==> config.mk <==
export PLATFORM = sky130hd
export DESIGN_NAME = uart_tx_arbiter
export DESIGN_NICKNAME = d
export VERILOG_FILES = /design/src/rtl/uart_tx_arbiter.sv
export SDC_FILE = /design/constraint.sdc
export NUM_CORES = 1
export LEC_CHECK = 0
export CAP_MARGIN = 25
export CORE_AREA = 2 2 98 72
export DETAILED_ROUTE_END_ITERATION = 6
export DIE_AREA = 0 0 100 74
export GPL_ROUTABILITY_DRIVEN = 0
export MAX_ROUTING_LAYER = met4
export PLACE_DENSITY_LB_ADDON = 0.12
export SYNTH_ARGS = -nofsm -noshare
export SYNTH_HDL_FRONTEND = slang
export SYNTH_SLANG_ARGS = --single-unit
==> constraint.sdc <==
create_clock -name clk -period 3.2 [get_ports clk]
set_input_delay 0.96 -clock clk [delete_from_list [all_inputs] [get_ports clk]]
set_output_delay 0.96 -clock clk [all_outputs]
set_load 0.05 [all_outputs]
==> src/rtl/uart_tx_arbiter.sv <==
// Round-robin arbiter that shares one UART transmitter among NUM_REQ requesters and times each frame.
// Define TX_ARB_FIXED_PRIO_EN to select fixed priority (lowest index wins) instead of round-robin.
module uart_tx_arbiter #(
  parameter int NUM_REQ        = 4,
  parameter int DATA_BITS      = 8,
  parameter int COUNTS_PER_BIT = 434,
  parameter int GAP_CYCLES     = 2,
  parameter int IDX_WIDTH      = (NUM_REQ > 1) ? $clog2(NUM_REQ) : 1,
  parameter int TMR_WIDTH      = 32
) (
  input  logic                           clk,
  input  logic                           rst,
  input  logic [NUM_REQ-1:0]             req,
  input  logic [NUM_REQ*DATA_BITS-1:0]   req_data,
  input  logic [NUM_REQ*2-1:0]           req_parity,
  output logic [NUM_REQ-1:0]             ack,
  output logic [DATA_BITS-1:0]           tx_data,
  output logic                           tx_send,
  output logic [1:0]                     tx_parity_type,
  output logic                           busy,
  output logic [IDX_WIDTH-1:0]           grant_idx
);

  localparam int FRAME_NP = (2 + DATA_BITS) * COUNTS_PER_BIT + 2;
  localparam int FRAME_P  = (3 + DATA_BITS) * COUNTS_PER_BIT + 2;
  localparam logic [TMR_WIDTH-1:0] FRAME_NP_M1 = TMR_WIDTH'(FRAME_NP - 1);
  localparam logic [TMR_WIDTH-1:0] FRAME_P_M1  = TMR_WIDTH'(FRAME_P - 1);
  localparam logic [TMR_WIDTH-1:0] GAP_M1      = TMR_WIDTH'(GAP_CYCLES - 1);
  localparam logic [IDX_WIDTH-1:0] LAST_IDX    = IDX_WIDTH'(NUM_REQ - 1);

  typedef enum logic [2:0] {
    S_IDLE,
    S_LOAD,
    S_SEND,
    S_FRAME,
    S_GAP
  } state_t;

  state_t                 state;
  logic [TMR_WIDTH-1:0]   timer;
  logic [IDX_WIDTH-1:0]   pick_idx;
  logic [DATA_BITS-1:0]   pick_data;
  logic [1:0]             pick_par;

  // Mode 3 is undefined on the transmitter side, so it is sent as "no parity".
  function automatic logic [1:0] map_parity(input logic [1:0] p);
    return (p == 2'd3) ? 2'd0 : p;
  endfunction

  function automatic logic [NUM_REQ-1:0] one_hot(input logic [IDX_WIDTH-1:0] idx);
    logic [NUM_REQ-1:0] v;
    v = '0;
    for (int i = 0; i < NUM_REQ; i++)
      if (idx == IDX_WIDTH'(i)) v[i] = 1'b1;
    return v;
  endfunction

`ifdef TX_ARB_FIXED_PRIO_EN
  function automatic logic [IDX_WIDTH-1:0] prio_pick(input logic [NUM_REQ-1:0] r);
    logic [IDX_WIDTH-1:0] sel;
    sel = '0;
    for (int i = NUM_REQ - 1; i >= 0; i--)
      if (r[i]) sel = IDX_WIDTH'(i);
    return sel;
  endfunction
`else
  logic [IDX_WIDTH-1:0] ptr;

  function automatic logic [IDX_WIDTH-1:0] rr_pick(input logic [NUM_REQ-1:0] r,
                                                   input logic [IDX_WIDTH-1:0] p);
    logic [IDX_WIDTH-1:0] sel;
    logic                 found;
    int                   idx;
    sel   = '0;
    found = 1'b0;
    for (int i = 0; i < NUM_REQ; i++) begin
      idx = (int'(p) + i) % NUM_REQ;
      if (!found && r[idx]) begin
        sel   = IDX_WIDTH'(idx);
        found = 1'b1;
      end
    end
    return sel;
  endfunction
`endif

  always_comb begin
`ifdef TX_ARB_FIXED_PRIO_EN
    pick_idx = prio_pick(req);
`else
    pick_idx = rr_pick(req, ptr);
`endif
    pick_data = '0;
    pick_par  = '0;
    for (int i = 0; i < NUM_REQ; i++) begin
      if (pick_idx == IDX_WIDTH'(i)) begin
        pick_data = req_data[i*DATA_BITS +: DATA_BITS];
        pick_par  = req_parity[i*2 +: 2];
      end
    end
  end

  always_ff @(posedge clk or negedge rst) begin
    if (!rst) begin
      state          <= S_IDLE;
      timer          <= '0;
      ack            <= '0;
      tx_data        <= '0;
      tx_send        <= 1'b0;
      tx_parity_type <= 2'd0;
      busy           <= 1'b0;
      grant_idx      <= '0;
`ifndef TX_ARB_FIXED_PRIO_EN
      ptr            <= '0;
`endif
    end else begin
      tx_send <= 1'b0;
      ack     <= '0;
      case (state)
        S_IDLE: begin
          if (|req) begin
            grant_idx      <= pick_idx;
            tx_data        <= pick_data;
            tx_parity_type <= map_parity(pick_par);
            busy           <= 1'b1;
            state          <= S_LOAD;
          end else begin
            busy <= 1'b0;
          end
        end
        // Strobe is registered here so it is high during the S_SEND cycle.
        S_LOAD: begin
          tx_send <= 1'b1;
          state   <= S_SEND;
        end
        S_SEND: begin
          timer <= (tx_parity_type == 2'd1 || tx_parity_type == 2'd2) ? FRAME_P_M1 : FRAME_NP_M1;
          state <= S_FRAME;
        end
        // Ack is launched one cycle early so it coincides with the timer==0 cycle.
        S_FRAME: begin
          if (timer == TMR_WIDTH'(1)) ack <= one_hot(grant_idx);
          if (timer == '0) begin
`ifndef TX_ARB_FIXED_PRIO_EN
            ptr <= (grant_idx == LAST_IDX) ? '0 : grant_idx + IDX_WIDTH'(1);
`endif
            timer <= GAP_M1;
            state <= S_GAP;
          end else begin
            timer <= timer - TMR_WIDTH'(1);
          end
        end
        S_GAP: begin
          if (timer == '0) begin
            busy  <= 1'b0;
            state <= S_IDLE;
          end else begin
            timer <= timer - TMR_WIDTH'(1);
          end
        end
        default: state <= S_IDLE;
      endcase
    end
  end

endmodule

Yosys cells after proc, flatten, opt, wreduce, memory -nomap -nowiden --
Index checks and enable logic that the tools add are counted.
Word-level totals: register bits 55, bits of input ports 46
Cells by class: add/subtract/negate cells 5, $lt $le $gt $ge 4, equal/unequal tests 18, mux-type cells 46, bitwise logic cells 3, reduce and logical (&&, ||, !) cells 22
Operator list (count):
- one-hot mux 32 bit (3 select lines) | 1
- 2-to-1 mux 32 bit | 2
- equality test 32 x 1 -> 1 bit (second input constant) | 1
- zero test 32 bit | 1
- 2-to-1 mux 8 bit | 4
- subtractor 32 x 1 -> 32 bit (second input constant) | 1
- 2-to-1 mux 2 bit | 10
- 2-to-1 mux 1 bit | 17
- one-hot mux 3 bit (5 select lines) | 1
- equality test 2 bit (second input constant) | 6
- less-than comparator 3 x 4 -> 1 bit (second input constant) | 3
- 2-to-1 mux 10 bit | 1
- 2-to-1 mux 3 bit | 3
- binary-select mux 1 bit (select 2 bit) | 4
- 2-to-1 mux 4 bit | 2
- != test 2 bit (second input constant) | 4
- AND reduction 2 bit | 4
- equality test 2 x 1 -> 1 bit (second input constant) | 3
- equality test 3 x 2 -> 1 bit (second input constant) | 2
- OR reduction 2 bit | 3
- adder 2 x 1 -> 2 bit (second input constant) | 2
- adder 2 bit (second input constant) | 2
- zero test 2 bit | 2
- OR reduction 4 bit | 1
- 12 further kinds | 18

Logic depth before layout (Yosys ltp) --
Gate-level depths: netlist of run 1.
word-level depth 21, depth in mapped cells 10

Least setup slack after synthesis of run 1 --
OpenSTA, ideal clock, no wires.
kind in2reg, start point input req[2], end point register tx_data[1], setup time 136 ps, data arrival time 2347 ps, setup slack 717 ps, stages 7, path buffers 1, cells stage by stage mux2i_1 > nor2_1 > a311oi_2 > buf_2 > mux2_2 > o22ai_1 > a21oi_1
On the way: longest elaborated chain between the ends 17, elaborated cells on any way between the ends 34, classes of those cells eq/ne: 3; mux: 22; reduce/logical: 9
Ends and longest elaborated chain:
- start, declared | line 13 | input logic [NUM_REQ-1:0] req,
- binary-select mux 1 bit (select 2 bit) | line 78 | if (!found && r[idx]) begin
- 2-to-1 mux 1 bit (not written as such) | line 78
- 2-to-1 mux 1 bit | line 78
- zero test 1 bit | line 78
- logical AND 1 bit | line 78
- 2-to-1 mux 1 bit | line 78
- zero test 1 bit | line 78
- logical AND 1 bit | line 78
- 2-to-1 mux 1 bit | line 78
- zero test 1 bit | line 78
- logical AND 1 bit | line 78
- 2-to-1 mux 2 bit | line 78
- zero test 2 bit | line 96 | if (pick_idx == IDX_WIDTH'(i)) begin
- 2-to-1 mux 8 bit (4 in a row) | line 96
- end signal, assigned | line 123 | tx_data <= pick_data;
- end, declared | line 17 | output logic [DATA_BITS-1:0] tx_data,
Parallel ways exist; a longest one is shown, timed or not. The select of a mux whose other input is x is not followed. A chain may end at the register's enable or synchronous reset.

Worst setup path in the final report of run 1 --
start point register timer[0], end point register timer[29]
On the way: longest elaborated chain between the ends 3, elaborated cells on any way between the ends 7, classes of those cells add/sub: 1; eq/ne: 1; mux: 3; reduce/logical: 2
Ends and longest elaborated chain:
- start, declared | line 40 | logic [TMR_WIDTH-1:0] timer;
- start signal, assigned | line 137 | timer <= (tx_parity_type == 2'd1 || tx_parity_type == 2'd2) ? FRAME_P_M1 : FRAME_NP_M1;
- start signal, assigned | line 150 | timer <= timer - TMR_WIDTH'(1);
- start signal, assigned | line 158 | timer <= timer - TMR_WIDTH'(1);
- subtractor 32 x 1 -> 32 bit / zero test 32 bit (equally long branches)
- 2-to-1 mux 32 bit (tied with other cells) | line 154 | if (timer == '0) begin
- one-hot mux 32 bit (3 select lines) / AND reduction 2 bit (equally long branches)
Parallel ways exist; a longest one is shown, timed or not. The select of a mux whose other input is x is not followed.

==> results of run 1 <==
==> cell families (layout without fill, tap and decap cells) <==
family          Yosys count  after routing  share of synthesized area, %
simple gates            136            136                          23.5
buf+inv                  31             96                          4.40
flops                    55             55                          42.1
mux                      20             20                          6.62
xor+xnor                 19             19                          5.09
compound gates           77             77                          16.0
fa+ha+maj                 6              6                          2.30
==> final timing paths <==
check	end	slack, ps	depth (start not counted)	from
setup / recovery	timer[29]$_DFFE_PN0P_	520	8	timer[0]$_DFFE_PN0P_
hold / removal	busy$_DFFE_PN0P_	500	1	busy$_DFFE_PN0P_
setup reg to reg	timer[29]$_DFFE_PN0P_	520	8	timer[0]$_DFFE_PN0P_
hold reg to reg	busy$_DFFE_PN0P_	500	1	busy$_DFFE_PN0P_
max in group asynchronous	timer[27]$_DFFE_PN0P_	1960	2	rst
min in group asynchronous	ack[1]$_DFF_PN0_	660	1	rst
==> metal layers <==
metal | up-vias | share of wire, % | track usage, %
met3 | 9 | 6.8 | 3.38
li1 | 1376 | - | -
met4 | 0 | 0.87 | 5.78
met1 | 1372 | 50 | 36.9
met5 | - | 0 | -
met2 | 127 | 42 | 34.0
==> flip-flops by register name, summed over array words and instances (netlist names) <==
signal          count
timer              32
grant_idx           2
tx_send             1
ptr                 2
ack                 4
state               3
tx_parity_type      2
tx_data             8
busy                1
==> stage by stage <==
step,instance area [µm²],total power [mW],utilization [%]
after floorplan,3270,1.15,-
after global placement,4040,1.32,62.2
after detailed placement,4040,1.33,62.2
after CTS,4120,1.70,63.3
after global routing,4120,1.78,63.3
final,4120,1.70,63.3
==> area by class of cell <==
type,instances,area (µm²),area share (%)
multi-input cells,258,1770,42.8
well taps,81,101,2.46
repair buffers,76,748,18.2
clock buffers,5,68.8,1.67
flip-flops and latches,55,1380,33.4
inverters,14,52.6,1.28
clock inverters,1,7.51,0.182
==> synthesized netlist by cell type, types with 4 or more instances <==
library cell,count
inv_1,14
a21oi_1,21
ha_1,6
or3_1,6
nor3_1,12
a31oi_1,5
nor3b_1,4
nand3_1,11
xor2_1,18
clkbuf_1,7
o22ai_1,9
nor4_1,8
nand4_1,6
nor2_1,40
nand2_1,16
mux2i_1,10
buf_2,7
nand2b_1,4
o21ai_0,14
dfrtp_1,55
and2_1,4
mux2_2,9
nor2_2,4
==> where the power goes <==
| part | leakage, nW | internal, mW | switching [mW] | total [mW] |
|---|---|---|---|---|
| sequential | 0.703 | 0.772 | 0.101 | 0.873 |
| combinational | 1.03 | 0.216 | 0.243 | 0.459 |
| clock | 0.0361 | 0.146 | 0.220 | 0.366 |
| total | 1.77 | 1.13 | 0.564 | 1.70 |
==> critical path: cells and delay by family (launching register included) <==
family	cells	cell delay, ps
compound gates	1	330
mux	1	260
flops	1	460
fa+ha+maj	1	200
simple gates	4	1220
buf+inv	1	90
==> qor.txt, run 1 <==
Status = completed
CTS Root Cell = clkbuf_8
Clk slew on worst S/H paths = 90 ps
Number of buffers created by CTS = 5
Sequential fraction of the synthesis area = 42.1%
Area Growth Syn to Fin = 26.1%
Critical setup path kind = reg -> reg
CP Capture Type = flop
ANT cells = 0
Post-route DRC = 0
Routed WL per cell = 16.6 µm
Synth area leaders = dfrtp_1 42%, xor2_1 4.8%, nor2_1 4.6%, a21oi_1 3.2%, mux2_2 3.1%
Layout Skew = 3.95 ps
Antenna violations before repair = 0
Routed Antenna Nets = 0
Detailed router's first-iteration violation count = 194
Synthesized instance count = 344
Final Cycle Share = 83.8%
Warnings from Yosys = 0
Die span in y = 74 µm
CP max-delay cell = or4b_1
Normalized max-slew margin = 58.0%
Total number of vias = 2884
Setup total negative slack = 0 ps
Post-CTS sizing = 0
CP Cell Sequence = inv_1, ha_1, or4b_1, nor2_2, nand4_4, a21oi_4, nor2b_1, mux2_4
Synth top area share = 42.1%
Placed insts = 484
Commonest non-fill, non-tap cell in the layout = clkdlybuf4s50_1
Drt via density = 5.89
H-tree levels = 2
IO Count = 64
WP data required = 3400 ps
Mapped Area = 0.00327 mm²
Worst VDD drop = 0.235 mV
Cts hold-fix bufs = 0
DP Worst Slack = 273 ps
Fillcell total = 538
Hold WC Path Type = reg -> reg
Synth cell types = 60
Asr flop ratio synth = 100%
Max Transition Viols Final = 0
Fmax = 0.373 GHz
Crit path DAT = 2880 ps
Gr ovfl total = 0
Core area = 0.00651 mm²
Later-pin clock latency in the skew report = 300 ps
Largest net degree at the start of global routing = 30
Initial core utilization = 50.2%
Global-route wire length before repair = 13600 µm
Row count = 25
GRT Util Overall = 24.2%
Hpwl dp = 6190 µm
Max stage delay on crit path = 670 ps
CTS tree = yes
Vias in the first global route = 2711
Nets = 462
Synth Net Count = 396
MaxCap Viol Count = 0
Pleak = 1.77 nW
Hold_ws = 499 ps
Worst Setup Slack, final = 520 ps
EDFF count, synth = 0
Yosys reg bits = 55
Hold Violations, Final = 0
P per Cell Area = 412 mW/mm²
Most frequent cells in the layout = 62 x clkdlybuf4s50_1, 55 x dfrtp_1, 40 x nor2_1
Worst Path Max Fanout = 8
Syn Area/Cell = 9.50 µm²
Total wire length = 8120 µm
Non-filler cells, final = 490
Slew @ Worst Pin = 631 ps
Final setup viols = 0
Setup bufs post-CTS = 0
Startpoint types = flop
Die area = 0.00740 mm²
Max Buffers Root-to-Sink = 2
CTS sink cnt = 55
Synth Flop Type = dfrtp_1
Post-synth top area cell = dfrtp_1
Layout cell share with drive strength beyond 1 = 11.7%
Die width = 100 µm
RSZ-0062 raised after global routing = false
Final Critical Period = 2680 ps
DRT Pass-1 Iters = 5
Port bufs = 63
Note: power is estimated with default switching activity, not from simulation.
==> run 2, diff against run 1 <==
--- a/config.mk
+++ b/config.mk
@@ -6,9 +6,9 @@
 export NUM_CORES = 1
 export LEC_CHECK = 0
 export CAP_MARGIN = 25
-export CORE_AREA = 2 2 98 72
+export CORE_AREA = 2 2 103 75
 export DETAILED_ROUTE_END_ITERATION = 6
-export DIE_AREA = 0 0 100 74
+export DIE_AREA = 0 0 105 77
 export GPL_ROUTABILITY_DRIVEN = 0
 export MAX_ROUTING_LAYER = met4
 export PLACE_DENSITY_LB_ADDON = 0.12
==> constraint.sdc (replaced) <==
create_clock -name clk -period 2.2 [get_ports clk]
set_input_delay 0.66 -clock clk [delete_from_list [all_inputs] [get_ports clk]]
set_output_delay 0.66 -clock clk [all_outputs]
set_load 0.05 [all_outputs]
==> run 2 against run 1 <==
The flow now finishes with violations (setup timing). Clock skew is 5.0 ps higher. Clock power is 52% higher. Die area is 9.3% higher. Register-to-register slack worse by 560 ps. Critical path depth stayed put. Largest cell class unchanged.
==> qor.txt, run 2 (same netlist as run 1, synthesis figures left out) <==
Final Critical Period = 2240 ps
Later-pin clock latency in the skew report = 310 ps
Gr ovfl total = 0
CP max-delay cell = or4b_4
Violated checks = setup timing
CP Cell Sequence = inv_2, ha_4, or4b_4, or4_4, nor2_4, a31oi_4, a21boi_1, o211ai_1
Fillcell total = 573
P per Cell Area = 570 mW/mm²
Pleak = 2.13 nW
CTS tree = yes
Hpwl dp = 7020 µm
Critical setup path kind = reg -> reg
Clk slew on worst S/H paths = 100 ps
H-tree levels = 2
Setup total negative slack = -54.3 ps
Detailed router's first-iteration violation count = 265
R2R cell count = 8
RSZ-0062 raised after global routing = true
Critical R2R Launch = timer[0]$_DFFE_PN0P_
Die area = 0.00809 mm²
R2R Setup Slk = -40 ps
MaxCap Viol Count = 0
Startpoint types = flop
WP data required = 2380 ps
Total wire length = 9660 µm
FF+latch area = 0.00138 mm²
Most flop-heavy register = timer
CTS Root Cell = clkbuf_8
IO Count = 64
Reg2reg end = timer[9]$_DFFE_PN0P_
GRT Util Overall = 24.9%
Most frequent cells in the layout = 67 x buf_4, 55 x dfrtp_1, 50 x clkdlybuf4s50_1
Worst Path Max Fanout = 4
Hold WC Path Type = in -> async
Initial core utilization = 46.1%
Status = complete, but fails checks
Hold Violations, Final = 0
Routed Antenna Nets = 0
Final setup viols = 2
Slew @ Worst Pin = 743 ps
Commonest non-fill, non-tap cell in the layout = buf_4
Drt via density = 5.65
Routed WL per cell = 17.1 µm
Port bufs = 63
Layout Skew = 8.90 ps
ANT cells = 0
Number of buffers created by CTS = 5
Max stage delay on crit path = 520 ps
Die width = 105 µm
Max Transition Viols Final = 0
CTS sink cnt = 55
Post-route DRC = 0
Row count = 26
Final Cycle Share = 102%
Normalized max-slew margin = 50.5%
DRT Pass-1 Iters = 4
Area Growth Syn to Fin = 48.7%
Area of the multi-input gates = 0.00200 mm²
Nets = 519
CP Capture Type = flop
Worst Setup Slack, final = -42.4 ps
Layout cell share with drive strength beyond 1 = 31.2%
Non-filler cells, final = 566
Max Buffers Root-to-Sink = 2
Antenna violations before repair = 0
Total number of vias = 3197
Vias in the first global route = 3185
Global-route wire length before repair = 15800 µm
Largest net degree at the start of global routing = 56
Worst VDD drop = 0.448 mV
CP startpoint = timer[0]$_DFFE_PN0P_
Largest registers = timer x32, tx_data x8, ack x4
Largest register FFs = 32
Crit path DAT = 2430 ps
Placed insts = 550
Die span in y = 77 µm
Fmax = 0.446 GHz
Core area = 0.00709 mm²
[run 2: cell types whose count changed in the layout (fill, tap and decap cells not counted), sizes merged]
cell,delta
clkinv,+1
buf,+63
clkinvlp,-1
clkbuf,+3
clkdlybuf4s50,-12
dlymetal6s2s,+5
[run 2: metal layers]
metal / GRT usage [%] / routed length [µm] / vias to the layer above
met5: - / 0 / -
met4: 5.47 / 106 / 0
met3: 4.51 / 724 / 13
met2: 36.6 / 4430 / 127
met1: 36.1 / 4400 / 1554
li1: - / - / 1503
[run 2: what timing repair did]
action / 4_1_cts / 5_1_grt
pin swaps: 4 / 22
hold buffers: 0 / 0
endpoints found under the hold margin: 0 / 0
buffers inserted: 3 / 4
gates resized for setup: 15 / 46
cloned: 0 / 1
endpoints found under the setup margin: 33 / 42
[run 2: where the power goes]
group	switching [mW]	leakage, nW	total, mW	internal [mW]
clock	0.330	0.0422	0.555	0.225
combinational	0.495	1.39	0.985	0.491
sequential	0.107	0.703	1.23	1.12
total	0.931	2.13	2.77	1.84
[run 2: worst max-delay path, delay by kind of cell, from the launching register on]
kind	cells	cell delay, ps
and+or+nand+nor	3	1120
buffers and inverters	1	70
adders and majority gates	1	140
AOI/OAI and AO/OA	3	380
DFF	1	400
[run 2: per-stage QoR]
stage	utilization (%)	instance area (µm²)	hold WS, ps	setup WS, ps	power (mW)
floorplan	-	3280	364	-89.9	1.68
detailed placement	62.5	4440	468	-317	2.10
global placement	62.5	4440	461	-254	2.08
CTS	64.9	4600	359	-24.9	2.69
global route	68.5	4860	355	-125	2.90
finish	68.5	4860	330	-42.4	2.77
[run 2: worst max path at each step]
stage / endpoint / slack [ps] / cells past startpoint
after floorplan: timer[29]$_DFFE_PN0P_ / -90 / 10
after global placement: tx_parity_type[0]$_DFFE_PN0P_ / -250 / 9
after detailed placement: tx_data[2]$_DFFE_PN0P_ / -320 / 8
after CTS: timer[30]$_DFFE_PN0P_ / -20 / 8
after global routing: timer[9]$_DFFE_PN0P_ / -130 / 8
final: timer[9]$_DFFE_PN0P_ / -40 / 8
[run 2: area by class of cell]
| cell class | count | share of cell area [%] |
|---|---|---|
| well taps | 98 | 2.52 |
| clock inverters | 1 | 0.103 |
| multi-input cells | 258 | 41.1 |
| inverters | 14 | 1.08 |
| repair buffers | 133 | 25.3 |
| flip-flops and latches | 55 | 28.3 |
| clock buffers | 7 | 1.57 |
